--- config.mk ---
export PLATFORM = sky130hd
export DESIGN_NAME = pipelined_adder4
export DESIGN_NICKNAME = d
export VERILOG_FILES = /design/src/rtl/pipelined_adder4.sv
export SDC_FILE = /design/constraint.sdc
export NUM_CORES = 1
export LEC_CHECK = 0
export CORE_AREA = 2 2 39 41
export CTS_CLUSTER_DIAMETER = 30
export DETAILED_ROUTE_END_ITERATION = 16
export DIE_AREA = 0 0 41 43
export GPL_TIMING_DRIVEN = 0
export MAX_ROUTING_LAYER = met4
export PLACE_DENSITY = 0.66
export RECOVER_POWER = 25
export SLEW_MARGIN = 30
export SYNTH_ARGS = -nofsm -noshare
export SYNTH_HDL_FRONTEND = slang
export SYNTH_SLANG_ARGS = --single-unit
export TNS_END_PERCENT = 10
--- constraint.sdc ---
create_clock -name CLK -period 1.34 [get_ports CLK]
set_clock_uncertainty 0.15 [all_clocks]
set_input_delay 0.268 -clock CLK [delete_from_list [all_inputs] [get_ports CLK]]
set_output_delay 0.268 -clock CLK [all_outputs]
set_load 0.03 [all_outputs]
--- src/rtl/pipelined_adder4.sv ---
// Two-stage registered adder: operand register, then sum register.
// Optional clamp to all-ones when the sum overflows.
module pipelined_adder4 #(
  parameter int WIDTH    = 4,
  parameter bit SATURATE = 1'b0
) (
  input  logic             CLK,
  input  logic             RSTN,
  input  logic [WIDTH-1:0] DA,
  input  logic [WIDTH-1:0] DB,
  output logic [WIDTH-1:0] Q
);

  logic [WIDTH-1:0] r_da;
  logic [WIDTH-1:0] r_db;
  logic [WIDTH-1:0] r_q;
  logic [WIDTH:0]   w_sum;
  logic [WIDTH-1:0] w_f;

  // Extra bit holds the carry; it only matters for the clamp.
  assign w_sum = {1'b0, r_da} + {1'b0, r_db};

  always_comb begin
    w_f = w_sum[WIDTH-1:0];
    if (SATURATE && w_sum[WIDTH])
      w_f = '1;
  end

  always_ff @(posedge CLK or negedge RSTN) begin
    if (!RSTN) begin
      r_da <= '0;
      r_db <= '0;
      r_q  <= '0;
    end else begin
      r_da <= DA;
      r_db <= DB;
      r_q  <= w_f;
    end
  end

  assign Q = r_q;

endmodule

# After elaboration in Yosys (flattened, before gate mapping)
# Cells that the tools add are included.
[word_totals]
wordCells = 4
romBits = 0
out_inout_bits = 4
ff_bits = 12
in_bits = 10
ram_bits = 0
n_memories = 0
latch_bits = 0
[op_classes]
div = 0
n_shift = 0
n_mux = 0
n_reduce_logical = 0
multipliers = 0
n_lt_le_gt_ge = 0
eq_ne = 0
n_bitwise = 0
addsub = 1
[ops]
columns = ["cell", "count"]
rows = [
  ["$add A4 B4 Y4", 1],
]

# Depth between registers and ports, before layout
# Gate-level depths: netlist of run 1.
[depth]
word_depth = 1
ltp_mapped = 4
ltp_nobuf = 4

# Least setup slack after synthesis of run 1
# OpenSTA, ideal clock, no wires.
[synth_path]
path_kind = "flip-flop to flip-flop"
start = "reg r_da[0]"
end = "reg r_q[2], in the netlist Q[2]"
n_path_buf = 0
path_stages_with_launch = 4
setup_slack_ns = 0.007
required_ns = 1.067
setup_time_ns = 0.123
arrival_time_ns = 1.060
period_less_slack_ns = 1.333
cell_sequence = "dfrtp_1 ha_1 fa_1 xor2_1"
[synth_between]
elab_chain_len = 1
[synth_lines]
columns = ["item", "line_no", "rtl"]
rows = [
  ["start, declared", "14", "logic [WIDTH-1:0] r_da;"],
  ["start signal, assigned", "31", "r_da <= '0;"],
  ["start signal, assigned", "35", "r_da <= DA;"],
  ["$add A4 B4 Y4", "21", "assign w_sum = {1'b0, r_da} + {1'b0, r_db};"],
  ["named net w_sum[2]", "17", "logic [WIDTH:0] w_sum;"],
  ["end signal, assigned", "37", "r_q <= w_f;"],
  ["end, declared", "16", "logic [WIDTH-1:0] r_q;"],
]
# The timed path passes the listed nets, and every way through them passes these cells.

# Worst setup path after layout of run 1
[layout_path]
start = "reg r_db[1]"
end = "reg r_q[3], in the netlist Q[3]"
[layout_between]
elab_chain_len = 1
[layout_lines]
columns = ["item", "line_no", "rtl"]
rows = [
  ["start, declared", "15", "logic [WIDTH-1:0] r_db;"],
  ["start signal, assigned", "32", "r_db <= '0;"],
  ["start signal, assigned", "36", "r_db <= DB;"],
  ["$add A4 B4 Y4", "21", ""],
  ["named net w_sum[3]", "17", ""],
]
# The timed path passes the listed nets, and every way through them passes these cells.

==> flow_summary_export.csv, run 1 <==
group,metric,value,unit
status,status,"finished, violations left",
status,violations,"setup timing",
global_route,grt_max_degree,13,
logic_synthesis,syn_inst,21,
logic_synthesis,syn_nets,35,
clock_tree,cts_max_path_buffers,2,
power_and_ir_drop,leakagePower,0.2640,nW
floorplan,num_rows,14,
setup_path,slowest_stage,"dfrtp_1",
cells_and_area,drive_above_1_share,0.2895,
cells_and_area,area_growth,47.50,%
timing,fin_crit_sh,1.001,
setup_path,crit_type,"reg2reg",
logic_synthesis,synthTopCellsByArea,"dfrtp_1 75%, ha_1 9.4%, fa_1 5.0%",
logic_synthesis,synth_xor_xnor_area_share,0.06562,
setup_path,crit_chain,"ha_1 > a21o_1 > a21oi_2 > xnor2_1",
timing,rsz0062_at_grt,"true",
cells_and_area,layout.cells.non_filler,54,
global_route,grt_pass1_vias,211,
run,maxCapViolCount,0,
global_route,antenna_found_initial,0,
cells_and_area,nNetsFinal,54,
floorplan,initial_core_util,0.2893,
clock_tree,htree_levels,1,
drt,wl,521,um
drt,wl_per_cell,9.648,um
timing,finalHoldViolCount,0,
clock_tree,cts_root_buffer,"clkbuf_4",
logic_synthesis,syn_avg_cell_area,19.07,um2
logic_synthesis,synth_compound_area_frac,0.04062,
floorplan,num_io_pins,14,
drt,num_vias,218,
timing,worst_slew_pin_slew,512.4,ps
setup_path,cp.arrival,1370,ps
setup_path,slowest_delay,400,ps
power_and_ir_drop,ir_worst_vdd,0.4745,mV
logic_synthesis,synth_largest_area_cell,"dfrtp_1",
timing,fin_ws,-0.8809,ps
logic_synthesis,yosys.area_share.simple,0,
floorplan,fp.dieW,41,um
timing,setup_tns,-0.8809,ps
cells_and_area,finish.utilization,0.4268,
min_path,min_path_type,"in2async",
clock_tree,clock_latency,260,ps
setup_path,path_max_fanout,2,
logic_synthesis,synth_commonest_cells,"12 x dfrtp_1, 3 x ha_1, 2 x xor2_1",
timing,drv_slew,0,
place,dp.cells,50,
logic_synthesis,synth_fa_ha_area_frac,0.1438,
floorplan,core_area,1384,um2
drt,postRouteAntennaNets,0,
setup_path,path_buf_inv,0,
setup_path,critPathCaptureType,"flip-flop",
floorplan,die_h,43,um
floorplan,dieArea,1763,um2
logic_synthesis,synth.cell_area,400.4,um2
timing,period_needed,1341,ps
logic_synthesis,synth_top_area_frac,0.7500,
power_and_ir_drop,p_per_area,1256,nW/um2
logic_synthesis,synth_top_family_by_area,"adder cells",
setup_path,crit_required,1370,ps
logic_synthesis,async_reset_ff_frac,1.000,
setup_path,cp-start-kind,"flip-flop",
logic_synthesis,synth_edf_count,0,
cells_and_area,antenna_cells,0,
timing,setup_viol,1,
place,portBuffers,13,
place,place_ws,-54.93,ps
clock_tree,cts_buffers,3,
logic_synthesis,synth_cell_type_count,7,
place,place_congestion,0.5973,
drt,dr.pass1.iters,1,
drt,drc_errors,0,
timing,clock.fmax,745.8,MHz
global_route,overflow,0,
setup_path,crit_family,"flip-flops",
timing,relSlewSlack,0.6573,
logic_synthesis,yosysMostFrequentCell,"dfrtp_1",
clock_tree,cts_tree,"done",
logic_synthesis,ys.flop_type,"dfrtp_1",
global_route,grt_pass1_wl,800,um
logic_synthesis,synth.area.mux_share,0,
drt,via_per_inst,4.037,
logic_synthesis,ys_warn_count,0,
drt,drt_iter0_drc,0,
global_route,groute.usage.overall,0.07983,
logic_synthesis,yosysSeqAreaShare,0.7500,
logic_synthesis,synth-seq-cells,12,
clock_tree,path_clk_slew,70,ps
place,hpwl,398.1,um
clock_tree,clock_sinks,12,
## worst paths after layout
path / start / slack [ps] / cells past startpoint / endpoint
setup / recovery: r_db[1]$_DFF_PN0_ / -0.9 / 4 / Q[3]$_DFF_PN0_
hold / removal: RSTN / 200 / 1 / Q[1]$_DFF_PN0_
min in group CLK: DA[0] / 300 / 1 / r_da[0]$_DFF_PN0_
max in group asynchronous: RSTN / 500 / 1 / Q[2]$_DFF_PN0_
hold reg to reg: r_db[0]$_DFF_PN0_ / 340 / 1 / Q[0]$_DFF_PN0_
setup reg to reg: r_db[1]$_DFF_PN0_ / -0.9 / 4 / Q[3]$_DFF_PN0_
## through the flow
step	hold WS, ps	area (um2)	total power, mW
floorplan	-177.6	400.4	0.4786
global placement	295.6	550.5	0.5507
detailed placement	306.0	550.5	0.5556
CTS	216.6	583.1	0.7565
global route	238.7	590.6	0.7819
finish	196.2	590.6	0.7418
## layout make-up
class / instances / area (um2)
clock buffers: 3 / 22.52
multi-input cells: 9 / 105.1
well taps: 16 / 20.02
flip-flops and latches: 12 / 300.3
repair buffers: 14 / 142.6
fillers: 130 / 793.3
## cells in the final DEF (no fill, tap or decap), drive strengths merged
cell type | Yosys | layout
a21o | 1 | 1
a21oi | 1 | 1
buf | 0 | 1
clkbuf | 0 | 3
clkdlybuf4s15 | 0 | 4
clkdlybuf4s50 | 0 | 4
dfrtp | 12 | 12
dlygate4sd3 | 0 | 5
fa | 1 | 1
ha | 3 | 3
xnor2 | 1 | 1
xor2 | 2 | 2
## registers in the layout (all words and copies together), names as in the netlist
| register | flops |
|---|---|
| Q | 4 |
| r_da | 4 |
| r_db | 4 |
## worst reg2reg max path: stages (launching register included)
cell	delay, ps
dfrtp_1	400
ha_1	280
a21o_1	170
a21oi_2	140
xnor2_1	120
## what timing repair did
action                     CTS  global route
setup endpoints to repair    6             4
setup buffers                0             1
hold buffers                 0             0
pin swaps                    3             3
gates resized for setup     14             0
## layer usage
metal	GRT usage	routed length, um	up-vias
met3	0.03141	48	0
met1	0.06873	182	106
li1	-	-	103
met2	0.1188	290	9
met5	-	0	-
met4	0.08000	0	0
## report_power, final
part           internal (mW)  total [mW]  leakage, nW  switching, mW
Sequential             0.393       0.403        0.140        0.00987
Clock                  0.103       0.201       0.0138         0.0979
Combinational         0.0661       0.137        0.110         0.0713
Total                  0.563       0.742        0.264          0.179
## cells by family (layout without fill, tap and decap cells)
kind of cell	after synthesis	after routing
xor+xnor	3	3
buf+inv	0	17
compound gates	2	2
fa+ha+maj	4	4
flops	12	12
(Power assumes the default switching activity.)
==> run 2: changes to the inputs <==
CTS_BUF_LIST = sky130_fd_sc_hd__clkbuf_8   (was default)
==> run 2 against run 1 <==
- the flow now finishes without violations
- cell count unchanged
- core utilization is 0.45 points higher
- worst hold slack improved by 33 ps
- global-route usage is the same
- register-to-register slack better by 20 ps
- non-clock buffer count stayed put
- combinational power is 5% lower
- die area is the same
- fmax up 1.3%
- design area increased by 1.1%
- via count down 0.92%
- worst setup slack improved by 18 ps
- critical path type unchanged
- largest cell class unchanged
- highest routed layer unchanged
==> flow_summary_export.csv, run 2 (same netlist as run 1, synthesis figures left out) <==
group,metric,value,unit
status,status,"completed",
cells_and_area,fillers,129,
cells_and_area,nNetsFinal,54,
place,hpwl,398.1,um
setup_path,path_max_fanout,2,
setup_path,cp_num_cells,3,
cells_and_area,final_common_cell,"dfrtp_1",
setup_path,reg2regPathDepth,3,
timing,relSlewSlack,0.6583,
clock_tree,clock_sinks,12,
setup_path,crit_required,1300,ps
drt,wl_per_cell,9.630,um
cells_and_area,seq_area,300.3,um2
setup_path,cp.arrival,1280,ps
setup_path,crit_family,"adder cells",
place,place_congestion,0.5973,
place,dp.cells,50,
global_route,grt_pass1_vias,211,
floorplan,num_rows,14,
place,placed_area,550.5,um2
setup_path,path_buf_inv,0,
timing,rsz0062_at_grt,"true",
cells_and_area,postLayoutCellArea,596.8,um2
drt,dr.pass1.iters,1,
cells_and_area,layout.cells.non_filler,54,
setup_path,slowest_delay,370,ps
clock_tree,path_clk_slew,50,ps
clock_tree,cts_max_path_buffers,2,
drt,drt_iter0_drc,0,
global_route,grt_max_degree,13,
timing,setup_viol,0,
clock_tree,cts_tree,"done",
place,portBuffers,13,
clock_tree,cts_hold_buf,0,
setup_path,cp-endpoint,"Q[2]$_DFF_PN0_",
cells_and_area,final_cell_mix,"12 x dfrtp_1, 6 x dlygate4sd3_1, 3 x clkbuf_8, 3 x clkdlybuf4s50_1",
floorplan,dieArea,1763,um2
drt,wl,520,um
floorplan,initial_core_util,0.2893,
timing,drv_slew,0,
setup_path,critPathCaptureType,"flip-flop",
drt,via_per_inst,4.000,
cells_and_area,area_growth,49.06,%
setup_path,crit_start,"r_da[0]$_DFF_PN0_",
cells_and_area,multi_input_area,105.1,um2
clock_tree,cts_buffers,3,
setup_path,crit_chain,"ha_2 > fa_2 > xor2_1",
cells_and_area,drive_above_1_share,0.2895,
timing,fin_crit_sh,0.9874,
floorplan,core_area,1384,um2
setup_path,timing.reg2reg.setup_slack,20,ps
floorplan,die_h,43,um
global_route,groute.usage.overall,0.07983,
power_and_ir_drop,finalPower,837.9,uW
setup_path,slowest_stage,"dfrtp_1",
clock_tree,clock_latency,230,ps
drt,num_vias,216,
run,maxCapViolCount,0,
timing,finalHoldViolCount,0,
setup_path,crit_type,"reg2reg",
cells_and_area,antenna_cells,0,
clock_tree,cts_root_buffer,"clkbuf_8",
global_route,antenna_found_initial,0,
global_route,overflow,0,
clock_tree,htree_levels,1,
min_path,min_path_type,"in2async",
timing,setup_tns,0,ps
global_route,grt_pass1_wl,800,um
floorplan,num_io_pins,14,
floorplan,fp.dieW,41,um
cells_and_area,finish.utilization,0.4313,
setup_path,rr_startpoint,"r_da[0]$_DFF_PN0_",
power_and_ir_drop,ir_worst_vdd,0.5633,mV
timing,clock.fmax,755.8,MHz
power_and_ir_drop,p_per_area,1404,nW/um2
power_and_ir_drop,leakagePower,0.2708,nW
timing,worst_slew_pin_slew,511.0,ps
timing,period_needed,1323,ps
drt,drc_errors,0,
setup_path,rr_endpoint,"Q[2]$_DFF_PN0_",
setup_path,cp-start-kind,"flip-flop",
drt,postRouteAntennaNets,0,
run 2: routing by layer:
layer,global-route usage,up-vias,share of wire
met3,0.03141,0,0.094
met2,0.1188,9,0.55
met4,0.08000,0,0
met5,-,-,0
met1,0.06873,105,0.35
li1,-,102,-
run 2: worst min-delay path by stage:
stage          slack, ps  depth (start not counted)             end
2_1_floorplan       -180                          0  Q[0]$_DFF_PN0_
3_3_place_gp         300                          1  Q[0]$_DFF_PN0_
6_report             230                          1  Q[1]$_DFF_PN0_
5_1_grt              280                          1  Q[1]$_DFF_PN0_
3_5_place_dp         310                          1  Q[0]$_DFF_PN0_
4_1_cts              250                          1  Q[1]$_DFF_PN0_
run 2: area by class of cell:
cell class / count / area share
multi-input combinational: 9 / 0.1761
tap: 16 / 0.03354
sequential: 12 / 0.5031
clock buffer: 3 / 0.06918
timing repair buffer: 14 / 0.2180
run 2: metrics by stage:
stage	worst slack (ps)	hold WS [ps]
after global placement	-41.79	295.6
after floorplan	6.756	-177.6
after detailed placement	-54.93	306.0
final	16.85	229.4
after CTS	-3.166	253.3
after global routing	-32.51	277.1
run 2: where the power goes:
group / total (mW) / internal (mW) / switching (mW)
clock network: 0.303 / 0.196 / 0.107
registers: 0.404 / 0.395 / 0.00979
logic: 0.130 / 0.0589 / 0.0714
total: 0.838 / 0.649 / 0.188
run 2: what timing repair did:
action	in CTS	in global routing
buffers inserted	1	0
pin swaps	1	0
setup endpoints to repair	6	4
cloned	0	0
gates resized for setup	12	2
